--- config.mk ---
export PLATFORM = sky130hd
export DESIGN_NAME = cpu_controller
export DESIGN_NICKNAME = d
export VERILOG_FILES = /design/src/rtl/ctrl_pkg.sv /design/src/rtl/cond_eval.sv /design/src/rtl/cpu_controller.sv
export SDC_FILE = /design/constraint.sdc
export NUM_CORES = 1
export LEC_CHECK = 0
export BUFFER_PORTS_ARGS = -buffer_cell sky130_fd_sc_hd__buf_2
export CORE_MARGIN = 5
export CORE_UTILIZATION = 51
export DETAILED_ROUTE_END_ITERATION = 7
export PLACE_DENSITY_LB_ADDON = 0.12
export SYNTH_ARGS = -nofsm -noshare
export SYNTH_HDL_FRONTEND = slang
export SYNTH_HIERARCHICAL = 1
export SYNTH_SLANG_ARGS = --single-unit
--- constraint.sdc ---
create_clock -name clk -period 2.9 [get_ports clk]
set_clock_uncertainty 0.05 [all_clocks]
set_input_delay 0.145 -clock clk [delete_from_list [all_inputs] [get_ports clk]]
set_output_delay 0.145 -clock clk [all_outputs]
set_load 0.02 [all_outputs]
--- src/rtl/ctrl_pkg.sv ---
// Shared encodings for the CPU control FSM: states, condition codes,
// instruction classes and the compare-opcode range.
package ctrl_pkg;

  typedef enum logic [3:0] {
    ST_FETCH  = 4'd0,
    ST_DECODE = 4'd1,
    ST_EXEC   = 4'd2,
    ST_MEM    = 4'd3,
    ST_WB     = 4'd4,
    ST_HALT   = 4'd5
  } state_e;

  localparam logic [3:0] COND_EQ = 4'b0000;
  localparam logic [3:0] COND_NE = 4'b0001;
  localparam logic [3:0] COND_AL = 4'b1110;

  localparam logic [1:0] TYPE_DP    = 2'b00;
  localparam logic [1:0] TYPE_LS    = 2'b01;
  localparam logic [1:0] TYPE_BR    = 2'b10;
  localparam logic [1:0] TYPE_UNDEF = 2'b11;

  // TST/TEQ/CMP/CMN only update flags and never write a register.
  localparam logic [3:0] CMP_OP_LO = 4'b1000;
  localparam logic [3:0] CMP_OP_HI = 4'b1011;

  localparam int unsigned TIMEOUT_DEFAULT = 15;

  function automatic logic is_compare_op(input logic [3:0] op);
    return (op >= CMP_OP_LO) && (op <= CMP_OP_HI);
  endfunction

endpackage

--- src/rtl/cond_eval.sv ---
// Combinational condition-code check: only EQ, NE and AL can pass.
module cond_eval
  import ctrl_pkg::*;
(
  input  logic [3:0] cond,
  input  logic [3:0] flags,
  output logic       pass
);

  // N, C and V play no part in the supported conditions.
  logic flags_unused;
  assign flags_unused = ^{flags[3], flags[1:0]};

  // Evaluate the condition against the Z flag.
  always_comb begin
    pass = 1'b0;
    case (cond)
      COND_EQ: pass = flags[2];
      COND_NE: pass = ~flags[2];
      COND_AL: pass = 1'b1;
      default: pass = 1'b0;
    endcase
  end

endmodule

--- src/rtl/cpu_controller.sv ---
// Multi-cycle CPU control FSM: fetch/decode/execute/memory/writeback with a
// memory-ack timeout, sticky halt/fault flags and a retired-instruction count.
module cpu_controller
  import ctrl_pkg::*;
#(
  parameter int unsigned TIMEOUT = TIMEOUT_DEFAULT,
  parameter int unsigned RET_W   = 16
) (
  input  logic             clk,
  input  logic             rst_n,
  input  logic [3:0]       cond,
  input  logic [1:0]       types,
  input  logic [3:0]       opcode,
  input  logic             load_bit,
  input  logic [3:0]       flags,
  input  logic             imem_ack,
  input  logic             dmem_ack,
  output logic             imem_req,
  output logic             dmem_req,
  output logic             dmem_we,
  output logic             ir_load,
  output logic             alu_en,
  output logic             flag_we,
  output logic             reg_we,
  output logic             pc_inc,
  output logic             pc_load,
  output logic             halted,
  output logic             fault,
  output logic [RET_W-1:0] retired,
  output logic [3:0]       state
);

  localparam logic [3:0] TIMEOUT_CNT = 4'(TIMEOUT);

  state_e           state_q, state_d;
  logic [3:0]       wait_q, wait_d, wait_inc;
  logic             halted_q, halted_d;
  logic             fault_q, fault_d;
  logic [RET_W-1:0] retired_q, retired_d;
  logic             run_q;
  logic             cond_pass;

  cond_eval u_cond_eval (
    .cond  (cond),
    .flags (flags),
    .pass  (cond_pass)
  );

  // Next-state, wait counter, sticky flags and per-state datapath strobes.
  // run_q keeps everything quiet for the cycle right after a reset edge.
  always_comb begin
    state_d  = state_q;
    wait_d   = 4'd0;
    halted_d = halted_q;
    fault_d  = fault_q;
    imem_req = 1'b0;
    dmem_req = 1'b0;
    dmem_we  = 1'b0;
    ir_load  = 1'b0;
    alu_en   = 1'b0;
    flag_we  = 1'b0;
    reg_we   = 1'b0;
    pc_inc   = 1'b0;
    pc_load  = 1'b0;
    wait_inc = wait_q + 4'd1;
    if (run_q) begin
      case (state_q)
        ST_FETCH: begin
          imem_req = 1'b1;
          if (imem_ack) begin
            ir_load = 1'b1;
            state_d = ST_DECODE;
          end else if (wait_inc == TIMEOUT_CNT) begin
            state_d  = ST_HALT;
            halted_d = 1'b1;
            fault_d  = 1'b1;
          end else begin
            wait_d = wait_inc;
          end
        end
        ST_DECODE: begin
          if (!cond_pass) begin
            pc_inc  = 1'b1;
            state_d = ST_FETCH;
          end else if (types == TYPE_UNDEF) begin
            state_d  = ST_HALT;
            halted_d = 1'b1;
          end else begin
            state_d = ST_EXEC;
          end
        end
        ST_EXEC: begin
          alu_en = 1'b1;
          case (types)
            TYPE_DP: begin
              if (is_compare_op(opcode)) begin
                flag_we = 1'b1;
                pc_inc  = 1'b1;
                state_d = ST_FETCH;
              end else begin
                state_d = ST_WB;
              end
            end
            TYPE_LS: state_d = ST_MEM;
            TYPE_BR: begin
              pc_load = 1'b1;
              state_d = ST_FETCH;
            end
            default: begin
              state_d  = ST_HALT;
              halted_d = 1'b1;
            end
          endcase
        end
        ST_MEM: begin
          dmem_req = 1'b1;
          dmem_we  = ~load_bit;
          if (dmem_ack) begin
            if (load_bit) begin
              state_d = ST_WB;
            end else begin
              pc_inc  = 1'b1;
              state_d = ST_FETCH;
            end
          end else if (wait_inc == TIMEOUT_CNT) begin
            state_d  = ST_HALT;
            halted_d = 1'b1;
            fault_d  = 1'b1;
          end else begin
            wait_d = wait_inc;
          end
        end
        ST_WB: begin
          reg_we  = 1'b1;
          pc_inc  = 1'b1;
          state_d = ST_FETCH;
        end
        ST_HALT: state_d = ST_HALT;
        default: state_d = ST_FETCH;
      endcase
    end else begin
      state_d = ST_FETCH;
    end
    if (pc_inc || pc_load) begin
      retired_d = retired_q + RET_W'(1);
    end else begin
      retired_d = retired_q;
    end
  end

  // State and status registers with synchronous active-low reset.
  always_ff @(posedge clk) begin
    if (!rst_n) begin
      state_q   <= ST_FETCH;
      wait_q    <= 4'd0;
      halted_q  <= 1'b0;
      fault_q   <= 1'b0;
      retired_q <= '0;
      run_q     <= 1'b0;
    end else begin
      state_q   <= state_d;
      wait_q    <= wait_d;
      halted_q  <= halted_d;
      fault_q   <= fault_d;
      retired_q <= retired_d;
      run_q     <= 1'b1;
    end
  end

  assign halted  = halted_q;
  assign fault   = fault_q;
  assign retired = retired_q;
  assign state   = state_q;

endmodule

# Yosys cells after proc, flatten, opt, wreduce, memory -nomap -nowiden
# Cells that the tools add are included.
[totals]
in_bits = 19
regBits = 27
output_inout_bits = 31
[classes]
mux = 51
eq_ne = 16
reduce_logical = 11
n_addsub = 2
n_bitwise = 2
order_cmp = 2
[ops]
columns = ["operator", "count"]
rows = [
  ["$mux W1", 34],
  ["$mux W4", 6],
  ["$pmux W4 S5", 1],
  ["$add A16 B1 Y16 const B", 1],
  ["$mux W3", 4],
  ["$pmux W4 S3", 1],
  ["$ne A2 B2 Y1 const B", 5],
  ["$eq A4 B1 Y1 const B", 2],
  ["$eq A4 B2 Y1 const B", 2],
  ["$eq A4 B3 Y1 const B", 2],
  ["$eq A4 B4 Y1 const B", 2],
  ["$logic_not A4 Y1", 2],
  ["$pmux W1 S4", 2],
  ["$pmux W4 S2", 1],
  ["$reduce_and A7 Y1", 1],
  ["$add A4 B1 Y4 const B", 1],
  ["$eq A2 B2 Y1 const B", 2],
  ["$ge A4 B4 Y1 const B", 1],
  ["$le A4 B4 Y1 const B", 1],
  ["$reduce_and A4 Y1", 1],
  ["$reduce_bool A4 Y1", 1],
  ["$pmux W1 S3", 1],
  ["$reduce_or A3 Y1", 1],
  ["$eq A2 B1 Y1 const B", 1],
  ["7 further kinds", 8],
]

# Logic depth before layout (Yosys ltp)
[depth]
depth_word = 7
mapped_depth = 9
depth_no_buf = 7

# Modules after synthesis
# Netlist, hierarchy kept.
[by_module_without_submodules]
columns = ["mod", "n_inst", "cells_each", "area_each_um2"]
rows = [
  ["cpu_controller", 1, 198, 1620.3],
  ["cond_eval", 1, 3, 33.8],
]

# Worst setup path after synthesis
# Ideal clock, no wire load.
[synth_path]
kind = "reg2reg"
startpoint = "reg state_q[2] (netlist: state[2])"
endpoint = "reg retired_q[9] (netlist: retired[9])"
t_arrival_ns = 2.343
setup_ns = 0.069
n_path_buf = 3
synth_period_minus_slack_ns = 2.462
path_stages_with_launch = 10
setup_slack_ns = 0.438
path_cell_list = "dfxtp_1 > buf_6 > or3b_1 > buf_2 > or4b_4 > inv_2 > a221oi_2 > buf_6 > or4b_1 > o21ai_1"
[synth_between]
elab_chain_len = 4
word_cells_on_any_way = 9
classes_between = "4 x eq/ne; 4 x mux; 1 x reduce/logical"
[synth_lines]
columns = ["item", "line_no", "text"]
rows = [
  ["start, declared", "cpu_controller.sv:35", "state_e state_q, state_d;"],
  ["start signal, assigned", "cpu_controller.sv:161", "state_q <= state_d;"],
  ["$eq A4 B2 Y1", "cpu_controller.sv:67", "case (state_q)"],
  ["$mux W1", "cpu_controller.sv:67", ""],
  ["$mux W1", "cpu_controller.sv:66", "if (run_q) begin"],
  ["via pc_load", "cpu_controller.sv:26", "output logic pc_load,"],
  ["$logic_or A1 B1 Y1", "cpu_controller.sv:144", "if (pc_inc || pc_load) begin"],
  ["end signal, assigned", "cpu_controller.sv:165", "retired_q <= retired_d;"],
  ["end, declared", "cpu_controller.sv:39", "logic [RET_W-1:0] retired_q, retired_d;"],
]
# The timed path passes the listed nets, and every way through them passes these cells.
# A chain may end at the register's enable or synchronous reset.

# Worst setup path after layout
[layout_path]
startpoint = "reg state_q[1] (netlist: state[1])"
endpoint = "out pc_inc"
[layout_between]
elab_chain_len = 3
word_cells_on_any_way = 6
classes_between = "4 x eq/ne; 2 x mux"
[layout_lines]
columns = ["item", "line_no", "text"]
rows = [
  ["$eq A4 B3 Y1 (tied with other cells)", "cpu_controller.sv:67", ""],
  ["$pmux W1 S4 *", "cpu_controller.sv:67", ""],
  ["$mux W1 *", "cpu_controller.sv:66", ""],
  ["end, declared", "cpu_controller.sv:25", "output logic pc_inc,"],
]
# Mark *: on every way between the ends. The rest lies on a longest branch, timed or not.

==> impl_metrics.ini <==
[yosys]
syn_inst = 201
synth_area_um2 = 1654
synth_top_cell_by_area = dfxtp_1
synth_edf_count = 0
synth_seq_cells = 27
ys_top_cells_by_area = dfxtp_1 33%, nand2b_1 5.7%, mux2i_1 4.8%
ys.flop_type = dfxtp_1
yosysWarnings = 6
synth_fp_nets = 223
synth.distinct_cells = 51
seq_area_frac_synth = 0.3268
syn_avg_cell_area_um2 = 8.229
async_flop_share = 0
synth.top_cell.area_share = 0.3268

[detailed_routing]
dr.first_iter.drc_count = 112
dr.pass1.iters = 4
wl_mm = 3.763
wl_per_cell_um = 13.07
drt-vias-per-instance = 5.628
drc_errors = 0
vias = 1621
ant_nets = 0

[critical_path]
slowest_delay_ns = 0.64
crit_slowest_cell = or4b_2
cp-start-kind = flop
timing.critical_path.fanout_max = 14
critical_path_required_ns = 2.71
crit_arrival_ns = 2.33
critPathKind = reg2out
crit_chain = or4b_2, o22ai_2, o21ai_1, inv_1, buf_2
cp-end-kind = output port

[timing]
final_max_slew_viol_count = 0
finalSetupTns_ns = 0
rsz0062_at_grt = false
setup_violations = 0
worst_slew_pin_slew_ns = 0.7163
fmax_mhz = 396.4
hold_viol = 0
hold_ws_ns = 0.1351
period_share = 0.8700
min_period_ns = 2.523
relSlewSlack = 0.5225

[global_routing]
grt_max_degree = 28
antenna_found_initial = 0
overflow = 0
grt_pass1_vias = 1446
track_usage = 0.1804
grt_pass1_wl_mm = 6.410

[place]
hpwl_mm = 2.813
gp_congestion = 0.8566
place_inst = 284
io_buffer_count = 44
dpl_cell_area_um2 = 1906

[floorplan]
fp.dieW_um = 66.95
dieHeight_um = 66.95
pin_count = 50
row_count = 20
start_util = 0.5374
dieArea_um2 = 4482
core_region_area_um2 = 3078

[layout]
layout_commonest_cell = buf_2
drive_gt1_frac = 0.2541
layout_common_cells = 44 x buf_2, 27 x dfxtp_1, 18 x nand2_1
final_area_um2 = 1933
final_cells = 288
area_delta_synth_final_pct = 16.87
antenna_cells = 0
nets = 267
fin_util = 0.6280

[power_and_ir_drop]
ir_drop_mv = 0.2137
leakagePower_nw = 0.8402
power_density_nw_per_um2 = 306.2

[run_status]
outcome = complete, no violations

[cts]
hold_buffers = 0
clkLatencyLatePin_ns = 0.32
root_buffer = clkbuf_4
cts_tree = built
clkTransAtPathRegs_ns = 0.14
cts.sinks = 27
cts_htree_levels = 1
cts_resized = 0
clockBufferDepth = 2
cts_buffers = 3
postCtsSetupRepairBufs = 0

[worst_hold_path]
hold_path_class = in2reg

[job]
max_cap_viol_count = 0
==> cell type report <==
type,instances,area (um2)
tap,44,55.05
clock inverter,1,5.005
fill,306,1145
timing repair buffer,47,242.7
multi-input combinational,158,1037
clock buffer,3,22.52
sequential,27,540.5
inverter,8,30.03
==> report_power, final <==
part	total (mW)	internal, mW	leakage (nW)	switching, mW
combinational	0.0543	0.0205	0.604	0.0338
clock	0.161	0.0517	0.0177	0.110
sequential	0.376	0.373	0.218	0.00314
total	0.592	0.445	0.840	0.146
==> routing by layer <==
metal	GRT usage	routed length [um]	up-vias
met5	0	0	-
met4	0.04557	53	0
met3	0.03035	240	8
met2	0.3032	1687	50
met1	0.2373	1782	743
li1	-	-	820
==> cell families after synthesis <==
family | share of synthesized area
xor gates and xnor gates | 0.01059
muxes | 0.04841
adders and majority gates | 0.02270
AOI/OAI and AO/OA | 0.2330
and+or+nand+nor | 0.3101
other | 0.002267
buffers and inverters | 0.04614
DFF | 0.3268
==> worst paths after layout <==
check / from / endpoint / slack (ns) / depth (start not counted)
hold / removal: rst_n / run_q / 0.14 / 1
setup reg to reg: run_q / retired[9] / 0.41 / 6
hold reg to reg: retired[15] / retired[15] / 0.43 / 2
setup / recovery: state[1] / pc_inc / 0.38 / 5
==> critical path: cells and delay by family (launching register included) <==
kind                   cells  cell delay (ns)
DFF                        1             0.59
AOI/OAI and AO/OA          2             0.49
buffers and inverters      2             0.29
and+or+nand+nor            1             0.64
==> sequential cells by signal, indices dropped and copies added (netlist names) <==
| signal | cells |
|---|---|
| fault | 1 |
| halted | 1 |
| retired | 16 |
| run_q | 1 |
| state | 4 |
| wait_q | 4 |
==> cell usage after synthesis, drive strengths merged (3+ instances only) <==
| cell type | number |
|---|---|
| nor2 | 15 |
| inv | 8 |
| mux2i | 8 |
| nor2b | 3 |
| or4b | 5 |
| nand3 | 8 |
| clkbuf | 5 |
| o21ai | 8 |
| nand2b | 15 |
| dfxtp | 27 |
| nor3 | 9 |
| buf | 3 |
| o211ai | 5 |
| nor3b | 3 |
| a31oi | 4 |
| a21oi | 11 |
| and3 | 3 |
| o21a | 5 |
| ha | 3 |
| nand2 | 18 |
==> through the flow <==
stage / power [mW] / setup WS (ns)
after global placement: 0.4376 / 0.4784
after detailed placement: 0.4383 / 0.4635
after floorplan: 0.4152 / 0.4383
after global routing: 0.6190 / 0.2020
after CTS: 0.5991 / 0.3666
final: 0.5918 / 0.3771
Note: power is estimated with default switching activity, not from simulation.
